--- src/rtl/vga_timing_pkg.sv ---
// Shared raster timing definitions: 640x480@60 constants and the per-axis total helper.
package vga_timing_pkg;

   // One axis of a raster: visible region followed by front porch, sync and back porch.
   typedef struct packed {
      int unsigned active;
      int unsigned fp;
      int unsigned sync;
      int unsigned bp;
   } axis_timing_t;

   localparam int unsigned VGA_CNT_W    = 10;

   localparam int unsigned VGA_H_ACTIVE = 640;
   localparam int unsigned VGA_H_FP     = 16;
   localparam int unsigned VGA_H_SYNC   = 96;
   localparam int unsigned VGA_H_BP     = 48;

   localparam int unsigned VGA_V_ACTIVE = 480;
   localparam int unsigned VGA_V_FP     = 10;
   localparam int unsigned VGA_V_SYNC   = 2;
   localparam int unsigned VGA_V_BP     = 33;

   localparam bit          VGA_HS_POL   = 1'b0;
   localparam bit          VGA_VS_POL   = 1'b0;

   // Length of one axis period (pixels per line or lines per frame).
   function automatic int unsigned calc_total(input axis_timing_t t);
      return t.active + t.fp + t.sync + t.bp;
   endfunction

endpackage

--- src/rtl/mod_counter.sv ---
// Modulo-MAX counter with synchronous clear, increment enable and a wrap strobe.
module mod_counter #(
   parameter int unsigned W   = 10,
   parameter int unsigned MAX = 800
) (
   input  logic         i_clk,
   input  logic         i_rst_n,
   input  logic         i_clear,
   input  logic         i_inc,
   output logic [W-1:0] o_count,
   output logic [W-1:0] o_count_next,
   output logic         o_wrap
);

   localparam logic [W-1:0] LAST = W'(MAX - 1);
   localparam logic [W-1:0] ONE  = W'(1);

   logic [W-1:0] r_count;
   logic [W-1:0] w_count_next;
   logic         w_at_last;

   assign w_at_last = (r_count == LAST);
   // Wrap fires on the tick that takes the count from MAX-1 back to 0.
   assign o_wrap    = i_inc & w_at_last;

   // Next count: clear dominates, then increment with wrap, else hold.
   always_comb begin
      w_count_next = r_count;
      if (i_clear) begin
         w_count_next = '0;
      end else if (i_inc) begin
         w_count_next = w_at_last ? '0 : r_count + ONE;
      end
   end

   // Count register.
   always_ff @(posedge i_clk or negedge i_rst_n) begin
      if (!i_rst_n) begin
         r_count <= '0;
      end else begin
         r_count <= w_count_next;
      end
   end

   assign o_count      = r_count;
   assign o_count_next = w_count_next;

endmodule

--- src/rtl/vga_timing_gen.sv ---
// Parametrised raster timing generator: pixel/line counters, syncs, display enable,
// end-of-line and start-of-frame markers.
module vga_timing_gen
   import vga_timing_pkg::*;
#(
   parameter int unsigned CNT_W    = VGA_CNT_W,
   parameter int unsigned H_ACTIVE = VGA_H_ACTIVE,
   parameter int unsigned H_FP     = VGA_H_FP,
   parameter int unsigned H_SYNC   = VGA_H_SYNC,
   parameter int unsigned H_BP     = VGA_H_BP,
   parameter int unsigned V_ACTIVE = VGA_V_ACTIVE,
   parameter int unsigned V_FP     = VGA_V_FP,
   parameter int unsigned V_SYNC   = VGA_V_SYNC,
   parameter int unsigned V_BP     = VGA_V_BP,
   parameter bit          HS_POL   = VGA_HS_POL,
   parameter bit          VS_POL   = VGA_VS_POL
) (
   input  logic             i_clk,
   input  logic             i_rst_n,
   input  logic             i_pix_en,
   input  logic             i_restart,
   output logic [CNT_W-1:0] o_h_count,
   output logic [CNT_W-1:0] o_v_count,
   output logic             o_hsync,
   output logic             o_vsync,
   output logic             o_de,
   output logic             o_line_end,
   output logic             o_frame_start
);

   localparam axis_timing_t H_TIM = '{active: H_ACTIVE, fp: H_FP, sync: H_SYNC, bp: H_BP};
   localparam axis_timing_t V_TIM = '{active: V_ACTIVE, fp: V_FP, sync: V_SYNC, bp: V_BP};
   localparam int unsigned  H_TOTAL = calc_total(H_TIM);
   localparam int unsigned  V_TOTAL = calc_total(V_TIM);

   if ((H_TOTAL == 0) || (H_TOTAL > (2 ** CNT_W))) begin : g_bad_h_total
      $error("vga_timing_gen: H_TOTAL=%0d does not fit CNT_W=%0d", H_TOTAL, CNT_W);
   end
   if ((V_TOTAL == 0) || (V_TOTAL > (2 ** CNT_W))) begin : g_bad_v_total
      $error("vga_timing_gen: V_TOTAL=%0d does not fit CNT_W=%0d", V_TOTAL, CNT_W);
   end

   // Sync windows are tested as (count - start) < len in CNT_W bits. A count below the
   // start wraps to at least 2**CNT_W - start >= TOTAL - start >= len, so it never matches,
   // and a window ending exactly at 2**CNT_W needs no end constant.
   localparam logic [CNT_W-1:0] HS_START  = CNT_W'(H_ACTIVE + H_FP);
   localparam logic [CNT_W-1:0] VS_START  = CNT_W'(V_ACTIVE + V_FP);
   localparam logic [CNT_W:0]   HS_LEN    = (CNT_W + 1)'(H_SYNC);
   localparam logic [CNT_W:0]   VS_LEN    = (CNT_W + 1)'(V_SYNC);
   localparam logic [CNT_W:0]   H_ACT_LIM = (CNT_W + 1)'(H_ACTIVE);
   localparam logic [CNT_W:0]   V_ACT_LIM = (CNT_W + 1)'(V_ACTIVE);

   // Reset leaves the counters at (0,0); the registered outputs start at the values that
   // position decodes to, so they stay aligned from the first clock.
   localparam bit HS_AT_ZERO = (H_SYNC != 0) && ((H_ACTIVE + H_FP) == 0);
   localparam bit VS_AT_ZERO = (V_SYNC != 0) && ((V_ACTIVE + V_FP) == 0);
   localparam bit DE_AT_ZERO = (H_ACTIVE != 0) && (V_ACTIVE != 0);

   logic [CNT_W-1:0] w_h_count;
   logic [CNT_W-1:0] w_v_count;
   logic [CNT_W-1:0] w_h_next;
   logic [CNT_W-1:0] w_v_next;
   logic             w_h_wrap;
   logic             w_v_wrap;
   logic [CNT_W-1:0] w_h_off;
   logic [CNT_W-1:0] w_v_off;
   logic             w_hs_act;
   logic             w_vs_act;
   logic             w_de_act;

   logic             r_hsync;
   logic             r_vsync;
   logic             r_de;
   logic             r_frame_start;

   mod_counter #(
      .W   (CNT_W),
      .MAX (H_TOTAL)
   ) u_h_cnt (
      .i_clk        (i_clk),
      .i_rst_n      (i_rst_n),
      .i_clear      (i_restart),
      .i_inc        (i_pix_en),
      .o_count      (w_h_count),
      .o_count_next (w_h_next),
      .o_wrap       (w_h_wrap)
   );

   mod_counter #(
      .W   (CNT_W),
      .MAX (V_TOTAL)
   ) u_v_cnt (
      .i_clk        (i_clk),
      .i_rst_n      (i_rst_n),
      .i_clear      (i_restart),
      .i_inc        (w_h_wrap),
      .o_count      (w_v_count),
      .o_count_next (w_v_next),
      .o_wrap       (w_v_wrap)
   );

   // Decode the next-state position so the registered outputs line up with the counts.
   always_comb begin
      w_h_off  = w_h_next - HS_START;
      w_v_off  = w_v_next - VS_START;
      w_hs_act = ({1'b0, w_h_off} < HS_LEN);
      w_vs_act = ({1'b0, w_v_off} < VS_LEN);
      w_de_act = ({1'b0, w_h_next} < H_ACT_LIM) && ({1'b0, w_v_next} < V_ACT_LIM);
   end

   // Registered syncs, display enable and frame marker.
   always_ff @(posedge i_clk or negedge i_rst_n) begin
      if (!i_rst_n) begin
         r_hsync       <= HS_AT_ZERO ? HS_POL : ~HS_POL;
         r_vsync       <= VS_AT_ZERO ? VS_POL : ~VS_POL;
         r_de          <= DE_AT_ZERO;
         r_frame_start <= 1'b0;
      end else begin
         r_hsync       <= w_hs_act ? HS_POL : ~HS_POL;
         r_vsync       <= w_vs_act ? VS_POL : ~VS_POL;
         r_de          <= w_de_act;
         // v wrap already implies an h wrap, i.e. the natural return to (0,0).
         r_frame_start <= i_restart | w_v_wrap;
      end
   end

   assign o_h_count     = w_h_count;
   assign o_v_count     = w_v_count;
   assign o_hsync       = r_hsync;
   assign o_vsync       = r_vsync;
   assign o_de          = r_de;
   assign o_line_end    = w_h_wrap;
   assign o_frame_start = r_frame_start;

endmodule

--- config.mk ---
export PLATFORM = sky130hd
export DESIGN_NAME = vga_timing_gen
export DESIGN_NICKNAME = d
export VERILOG_FILES = /design/src/rtl/vga_timing_pkg.sv /design/src/rtl/mod_counter.sv /design/src/rtl/vga_timing_gen.sv
export SDC_FILE = /design/constraint.sdc
export NUM_CORES = 1
export LEC_CHECK = 0
export ABC_AREA = 1
export BUFFER_PORTS_ARGS = -buffer_cell sky130_fd_sc_hd__buf_2
export CELL_PAD_IN_SITES_DETAIL_PLACEMENT = 1
export CELL_PAD_IN_SITES_GLOBAL_PLACEMENT = 2
export CORE_MARGIN = 2
export CORE_UTILIZATION = 34
export CTS_CLUSTER_SIZE = 16
export DETAILED_ROUTE_END_ITERATION = 12
export PLACE_DENSITY_LB_ADDON = 0.2
export SETUP_SLACK_MARGIN = 0.1
export SLEW_MARGIN = 20
export SYNTH_ARGS = -nofsm -noshare
export SYNTH_HDL_FRONTEND = slang
export SYNTH_SLANG_ARGS = --single-unit
--- constraint.sdc ---
create_clock -name i_clk -period 5.1 [get_ports i_clk]
set_input_delay 0.51 -clock i_clk [delete_from_list [all_inputs] [get_ports i_clk]]
set_output_delay 0.51 -clock i_clk [all_outputs]
set_load 0.01 [all_outputs]
==> run summary, run 1 <==
* 28 — number of different library cells in the post-synthesis netlist
* 5570 um^2 — area of the die
* 0 ns — accumulated negative setup slack
* 866 um^2 — multi-input logic area
* 0.562 ns — slew at the pin with the worst max-slew slack
* 0 — number of antenna violations at the first check in global routing
* 0.407 — simple-gate share of the synthesized area
* 28 — Buffers on Ports
* 0 — diodes inserted
* 0 — total of hold buffers inserted after clock tree synthesis
* clkbuf_8 — root buffer cell
* dfrtp_1 31%, nand2_1 14%, inv_1 10% — leading cell types by total area after synthesis
* 0.00315 ns — Final Skew
* 244 — net count of the mapped netlist
* 0 — Setup Viol. Count Final
* 1.09 nW — leak pwr
* 5.31 ns — Crit path required time
* 473 MHz — achievable frequency
* in2async — Hold Crit Class
* 14.2% — area added between synthesis and finish
* 640 — filler cell count in the final layout
* 0 — number of max-slew violations in the final report
* 0.09 ns — clock transition at the registers of the reported paths
* 0 — share of synthesized area spent on multiplexers
* 0.27 ns — clock network latency to the later pin of the worst-skew pair
* 0.773 — Routability Congestion
* flop — sort of element at the end of the critical path
* 7.07 mm — first-pass GRT wire length
* 0 — Residual DRC
* 11 — crit path max fanout
* 0.167 — Total Routing Usage GR
* 3 — Num CTS Buffers
* 0.0155 — XOR/XNOR Fraction of Synth Area
* 0.407 — utilization of the core after routing
* 1700 um^2 — Post-Syn Area
* 0.310 — area fraction of the dominant cell type after synthesis
* 0.415 — fin crit share
* 29 — boundary pin count
* no — unrepaired setup endpoints after global routing
* 0.219 ns — Hold Worst Slack
* 235 — Synth Instances
* nand2_1 — most common cell after layout, fill and taps aside
* 274 — final-stage net count
* 0.0893 mV — worst voltage drop across the vdd grid
* 0.0509 — Synth Area in Compound Gates
* 4.56 — vias per cell
* 0.42 ns — Worst path max stage delay
* 24 — register bit total from synthesis
* 2.32 ns — arrival time reported for the critical path endpoint
* simple AND/OR/NAND/NOR gates — largest family of logic cells by synthesized area
* dfrtp_1 — post-synthesis cell type with the largest combined area
* 1509 — via count
* 24 — count of clock tree sinks
* 0 — count of antenna-violating nets left after detailed routing
* 4.15 mm — total wire length after detailed routing
* dfrtp_1 — Slowest cell on crit path
* 4 — length of the first detailed-routing pass in iterations
* 25 — Placement Rows
* 184 nW/um^2 — Power Dens Cells
* 74.6 um — overall die height
* 0.261 — fraction of final layout cells with drive strength greater than 1
* 2.11 ns — crit path time final
* 0 — max-capacitance violation count
* 0 — count of synthesis-stage warnings from yosys
* 0.356 — share of the yosys chip area belonging to registers
* nand3_2 — most numerous cell on the critical path
* 0.357 — initial cell density of the core
* 25 — largest net degree at the start of global routing
* 0.625 — Slew Limit Headroom
* 1478 — via count of the first global-routing pass
* 74.6 um — Chip Width
* built — TritonCTS clock tree
* 12.5 um — routed length per instance
* flop — sort of element at the start of the critical path
* 62 x nand2_1, 45 x inv_1, 28 x buf_2 — highest-count cells in the layout ignoring fill and taps
* 3.27 mm — half-perimeter wire length after placement
* reg2reg — type of the worst setup path
* 0 — gr ovfl total
* 0.000356 W — total power after layout
* 33 — violation count after the first detailed-route iteration
* 0.0369 — post-synthesis share of cell area spent on full adders, half adders and majority gates
* ha_1 > nand3_2 > nor2_4 > nand3_2 > nand2_4 > nand2_1 > nand3_2 > ha_1 > inv_1 > nor2_1 > nand2_1 > nor2_1 > nand3_1 — worst-path cell chain
* 0 — number of cells upsized or downsized after cts
* 604 um^2 — area used by sequential logic in the layout
* finished clean — outcome
* 2 — largest buffer count on any clock path
* 0 — final hold viol count
* 4750 um^2 — Core Box Area
* 0 — buffer count from post-CTS setup fixing
* 7.22 um^2 — mean cell area of the mapped netlist
* 1 — number of levels in the clock H-tree
==> per-stage QoR <==
stage | cell area, um^2 | cells | setup WS [ns]
2_1_floorplan | 1700 | 235 | 3.19
3_3_place_gp | 1880 | 327 | 2.85
3_5_place_dp | 1880 | 327 | 2.78
4_1_cts | 1940 | 331 | 2.94
5_1_grt | 1940 | 331 | 2.74
6_report | 1940 | 331 | 2.99
==> logic make-up (layout without fill, tap and decap cells) <==
family                   count (synthesis)  count (layout)
AO/OA/AOI/OAI                           15              15
XOR/XNOR                                 3               3
adder cells (fa/ha/maj)                  5               5
buffers and inverters                   53              82
flip-flops                              24              24
AND/OR/NAND/NOR                        135             135
==> final timing paths <==
kind | startpoint | to | slack [ns] | depth (start not counted)
min in group i_clk | i_restart | u_h_cnt.o_count[4]$_DFF_PN0_ | 0.41 | 2
min reg2reg | u_v_cnt.o_count[0]$_DFFE_PN0P_ | u_v_cnt.o_count[0]$_DFFE_PN0P_ | 0.56 | 1
max reg2reg | u_h_cnt.o_count[1]$_DFFE_PN0P_ | o_vsync$_DFF_PN1_ | 2.99 | 13
max | u_h_cnt.o_count[1]$_DFFE_PN0P_ | o_vsync$_DFF_PN1_ | 2.99 | 13
min | i_rst_n | u_v_cnt.o_count[6]$_DFF_PN0_ | 0.22 | 1
max in group asynchronous | i_rst_n | o_vsync$_DFF_PN1_ | 4.51 | 1
==> metal layers <==
metal	vias up	track usage	wire length [um]
li1	784	-	-
met5	-	0	0
met4	0	0.0476	53
met3	5	0.0201	104
met1	696	0.247	2150
met2	24	0.259	1840
==> registers in the layout, summed over array words and instances (netlist names) <==
register / count
u_h_cnt.o_count: 10
o_vsync: 1
o_hsync: 1
o_de: 1
u_v_cnt.o_count: 10
o_frame_start: 1
==> synthesized netlist by cell type, drive strengths merged <==
library cell   n
a21oi          5
buf            3
dfrtp         21
dfstp          3
ha             5
inv           50
nand2         74
nand3         26
nand3b         1
nand4          7
nor2          25
nor3           1
nor3b          1
o21ai          8
o21bai         1
o22ai          1
xor2           3
==> worst max-delay path: cells and delay by family, from the launching register on <==
family                     cells  cell delay [ns]
DFF                            1             0.42
buffers and inverters          1             0.04
and+or+nand+nor               10             1.09
adders and majority gates      2             0.51
==> power by group <==
group | switching [W] | internal [W] | total (W)
logic | 0.0000192 | 0.00000703 | 0.0000262
clock network | 0.0000658 | 0.0000691 | 0.000135
registers | 0.00000243 | 0.000192 | 0.000195
==> area by class of cell <==
cell class | count | area share
Timing Repair Buffer | 28 | 0.0724
Sequential cell | 24 | 0.312
Clock buffer | 4 | 0.0284
Tap cell | 67 | 0.0433
Multi-Input combinational cell | 158 | 0.447
Inverter | 50 | 0.0969
(Power assumes the default switching activity.)
==> run 2: changes to the inputs <==
--- a/config.mk
+++ b/config.mk
@@ -10,7 +10,7 @@
 export CELL_PAD_IN_SITES_DETAIL_PLACEMENT = 1
 export CELL_PAD_IN_SITES_GLOBAL_PLACEMENT = 2
 export CORE_MARGIN = 2
-export CORE_UTILIZATION = 34
+export CORE_UTILIZATION = 28
 export CTS_CLUSTER_SIZE = 16
 export DETAILED_ROUTE_END_ITERATION = 12
 export PLACE_DENSITY_LB_ADDON = 0.2
==> constraint.sdc (replaced) <==
create_clock -name i_clk -period 1.75 [get_ports i_clk]
set_input_delay 0.175 -clock i_clk [delete_from_list [all_inputs] [get_ports i_clk]]
set_output_delay 0.175 -clock i_clk [all_outputs]
set_load 0.01 [all_outputs]
==> run summary, run 2 (synthesis gave the netlist of run 1 again) <==
* finished with violations — outcome, was finished clean
* setup timing — failing checks
* 0 — final hold viol count, unchanged
* flop — sort of element at the end of the critical path, unchanged
* 0.10 ns — clock transition at the registers of the reported paths, was 0.09 ns
* 2.10 ns — arrival time reported for the critical path endpoint, was 2.32 ns
* 1764 — via count, was 1509
* 4.43 — vias per cell, was 4.56
* 4 — length of the first detailed-routing pass in iterations, unchanged
* reg2reg — type of the worst setup path, unchanged
* flop — sort of element at the start of the critical path, unchanged
* 435 nW/um^2 — Power Dens Cells, was 184 nW/um^2
* 0.274 mV — worst voltage drop across the vdd grid, was 0.0893 mV
* 5890 um^2 — Core Box Area, was 4750 um^2
* 0.467 — fraction of final layout cells with drive strength greater than 1, was 0.261
* 1.41 nW — leak pwr, was 1.09 nW
* 380 — placed insts, was 327
* 28 — Buffers on Ports, unchanged
* 1709 — via count of the first global-routing pass, was 1478
* 81.8 um — Chip Width, was 74.6 um
* 3.92 mm — half-perimeter wire length after placement, was 3.27 mm
* 25 — largest net degree at the start of global routing, unchanged
* 0.583 ns — slew at the pin with the worst max-slew slack, was 0.562 ns
* 0.00111 W — total power after layout, was 0.000356 W
* nand2_1 — most common cell after layout, fill and taps aside, unchanged
* 1.97 ns — Crit path required time, was 5.31 ns
* 0.764 — Routability Congestion, was 0.773
* 398 — Final Instance Count excl. Fillers, was 331
* 0.288 — initial cell density of the core, was 0.357
* 24 — count of clock tree sinks, unchanged
* nand3_4 — most numerous cell on the critical path, was nand3_2
* 2 — Hold Path Cell Cnt
* 0.00446 ns — Final Skew, was 0.00315 ns
* ha_4 > nand3_4 > nor2_4 > nand3_4 > nand2_4 > buf_6 > nand2_4 > nand3_4 > ha_4 > inv_2 > nor2_2 > nand2_1 > nor2_1 > nand3_1 — worst-path cell chain, was ha_1 > nand3_2 > nor2_4 > nand3_2 > nand2_4 > nand2_1 > nand3_2 > ha_1 > inv_1 > nor2_1 > nand2_1 > nor2_1 > nand3_1
* 1.08 — fin crit share, was 0.415
* 14 — Stages on worst setup path, was 13
* 51.2% — area added between synthesis and finish, was 14.2%
* 0 — number of max-slew violations in the final report, unchanged
* 1 — number of levels in the clock H-tree, unchanged
* 12.9 um — routed length per instance, was 12.5 um
* 2 — largest buffer count on any clock path, unchanged
* 530 MHz — achievable frequency, was 473 MHz
* dfrtp_1 — Slowest cell on crit path, unchanged
* 57 x nand2_1, 51 x buf_4, 40 x inv_1 — highest-count cells in the layout ignoring fill and taps, was 62 x nand2_1, 45 x inv_1, 28 x buf_2
* 14 — worst r2r path cells, was 13
* 0 — max-capacitance violation count, unchanged
* 0 — gr ovfl total, unchanged
* simple AND/OR/NAND/NOR gates — family with the most delay on the worst path, unchanged
* 0 — Residual DRC, unchanged
* built — TritonCTS clock tree, unchanged
* 5 — crit path max fanout, was 11
* 81.8 um — overall die height, was 74.6 um
* 3 — Num CTS Buffers, unchanged
* 28 — Placement Rows, was 25
* 0 — count of antenna-violating nets left after detailed routing, unchanged
* 1.89 ns — crit path time final, was 2.11 ns
* in2reg — Hold Crit Class, was in2async
* 6700 um^2 — area of the die, was 5570 um^2
* 0.28 ns — clock network latency to the later pin of the worst-skew pair, was 0.27 ns
* 0 — diodes inserted, unchanged
* 0.44 ns — Worst path max stage delay, was 0.42 ns
* 0.161 — Total Routing Usage GR, was 0.167
* 4 — Setup Viol. Count Final, was 0
* 0.436 — utilization of the core after routing, was 0.407
* 5.13 mm — total wire length after detailed routing, was 4.15 mm
* 0 — number of antenna violations at the first check in global routing, unchanged
* 0.612 — Slew Limit Headroom, was 0.625
* 29 — boundary pin count, unchanged
* -0.136 ns — final critical-path setup slack, was 2.99 ns
* 8.14 mm — first-pass GRT wire length, was 7.07 mm
* 2 — worst path bufs/invs, was 1
* yes — unrepaired setup endpoints after global routing, was no
* 333 — final-stage net count, was 274
* clkbuf_8 — root buffer cell, unchanged
* 34 — violation count after the first detailed-route iteration, was 33
* -0.322 ns — accumulated negative setup slack, was 0 ns
==> run 2: cell count changes in the layout (fill, tap and decap cells not counted), moves of 5 or more <==
cell	change
inv_2	+5
nand2_1	-5
nand3_1	-5
buf_4	+51
buf_6	+8
inv_1	-5
==> run 2: worst paths after layout <==
path | from | end | slack (ns)
min in group asynchronous | i_rst_n | u_h_cnt.o_count[0]$_DFFE_PN0P_ | 0.42
min reg2reg | u_v_cnt.o_count[0]$_DFFE_PN0P_ | u_v_cnt.o_count[0]$_DFFE_PN0P_ | 0.49
min | i_restart | u_h_cnt.o_count[4]$_DFF_PN0_ | 0.08
max reg2reg | u_h_cnt.o_count[1]$_DFFE_PN0P_ | o_vsync$_DFF_PN1_ | -0.14
max | u_h_cnt.o_count[1]$_DFFE_PN0P_ | o_vsync$_DFF_PN1_ | -0.14
max in group asynchronous | i_rst_n | u_v_cnt.o_count[0]$_DFFE_PN0P_ | 0.92
==> run 2: power by group <==
| group | internal [W] | switching (W) |
|---|---|---|
| clock network | 0.000202 | 0.000214 |
| logic | 0.0000577 | 0.0000751 |
| registers | 0.000561 | 0.00000574 |
| total | 0.000821 | 0.000294 |
==> run 2: cell type report <==
type,count,area [um^2]
inverter,50,188
fill,757,3320
clock buffer,4,55.1
tap,75,93.8
multi-input combinational,158,1000
timing repair buffer,87,618
sequential,24,606
==> run 2: what timing repair did <==
action	in CTS	in global routing
setup endpoints to repair	8	15
setup buffers	6	8
hold buffers	1	0
hold endpoints to repair	21	0
resized for setup	17	24
pin swaps	11	12
==> run 2: per-stage QoR <==
stage	instance area, um^2	hold WS [ns]	worst slack, ns
floorplan	1710	-0.121	-0.130
global placement	2240	0.221	-0.154
detailed placement	2240	0.222	-0.190
CTS	2410	0.0672	-0.138
global route	2560	0.0555	-0.291
finish	2560	0.0765	-0.136
==> run 2: routing by layer <==
metal	wire length (um)	global-route usage
met1	2470	0.220
met2	2470	0.268
met4	63	0.0400
met3	134	0.0198
met5	0	0
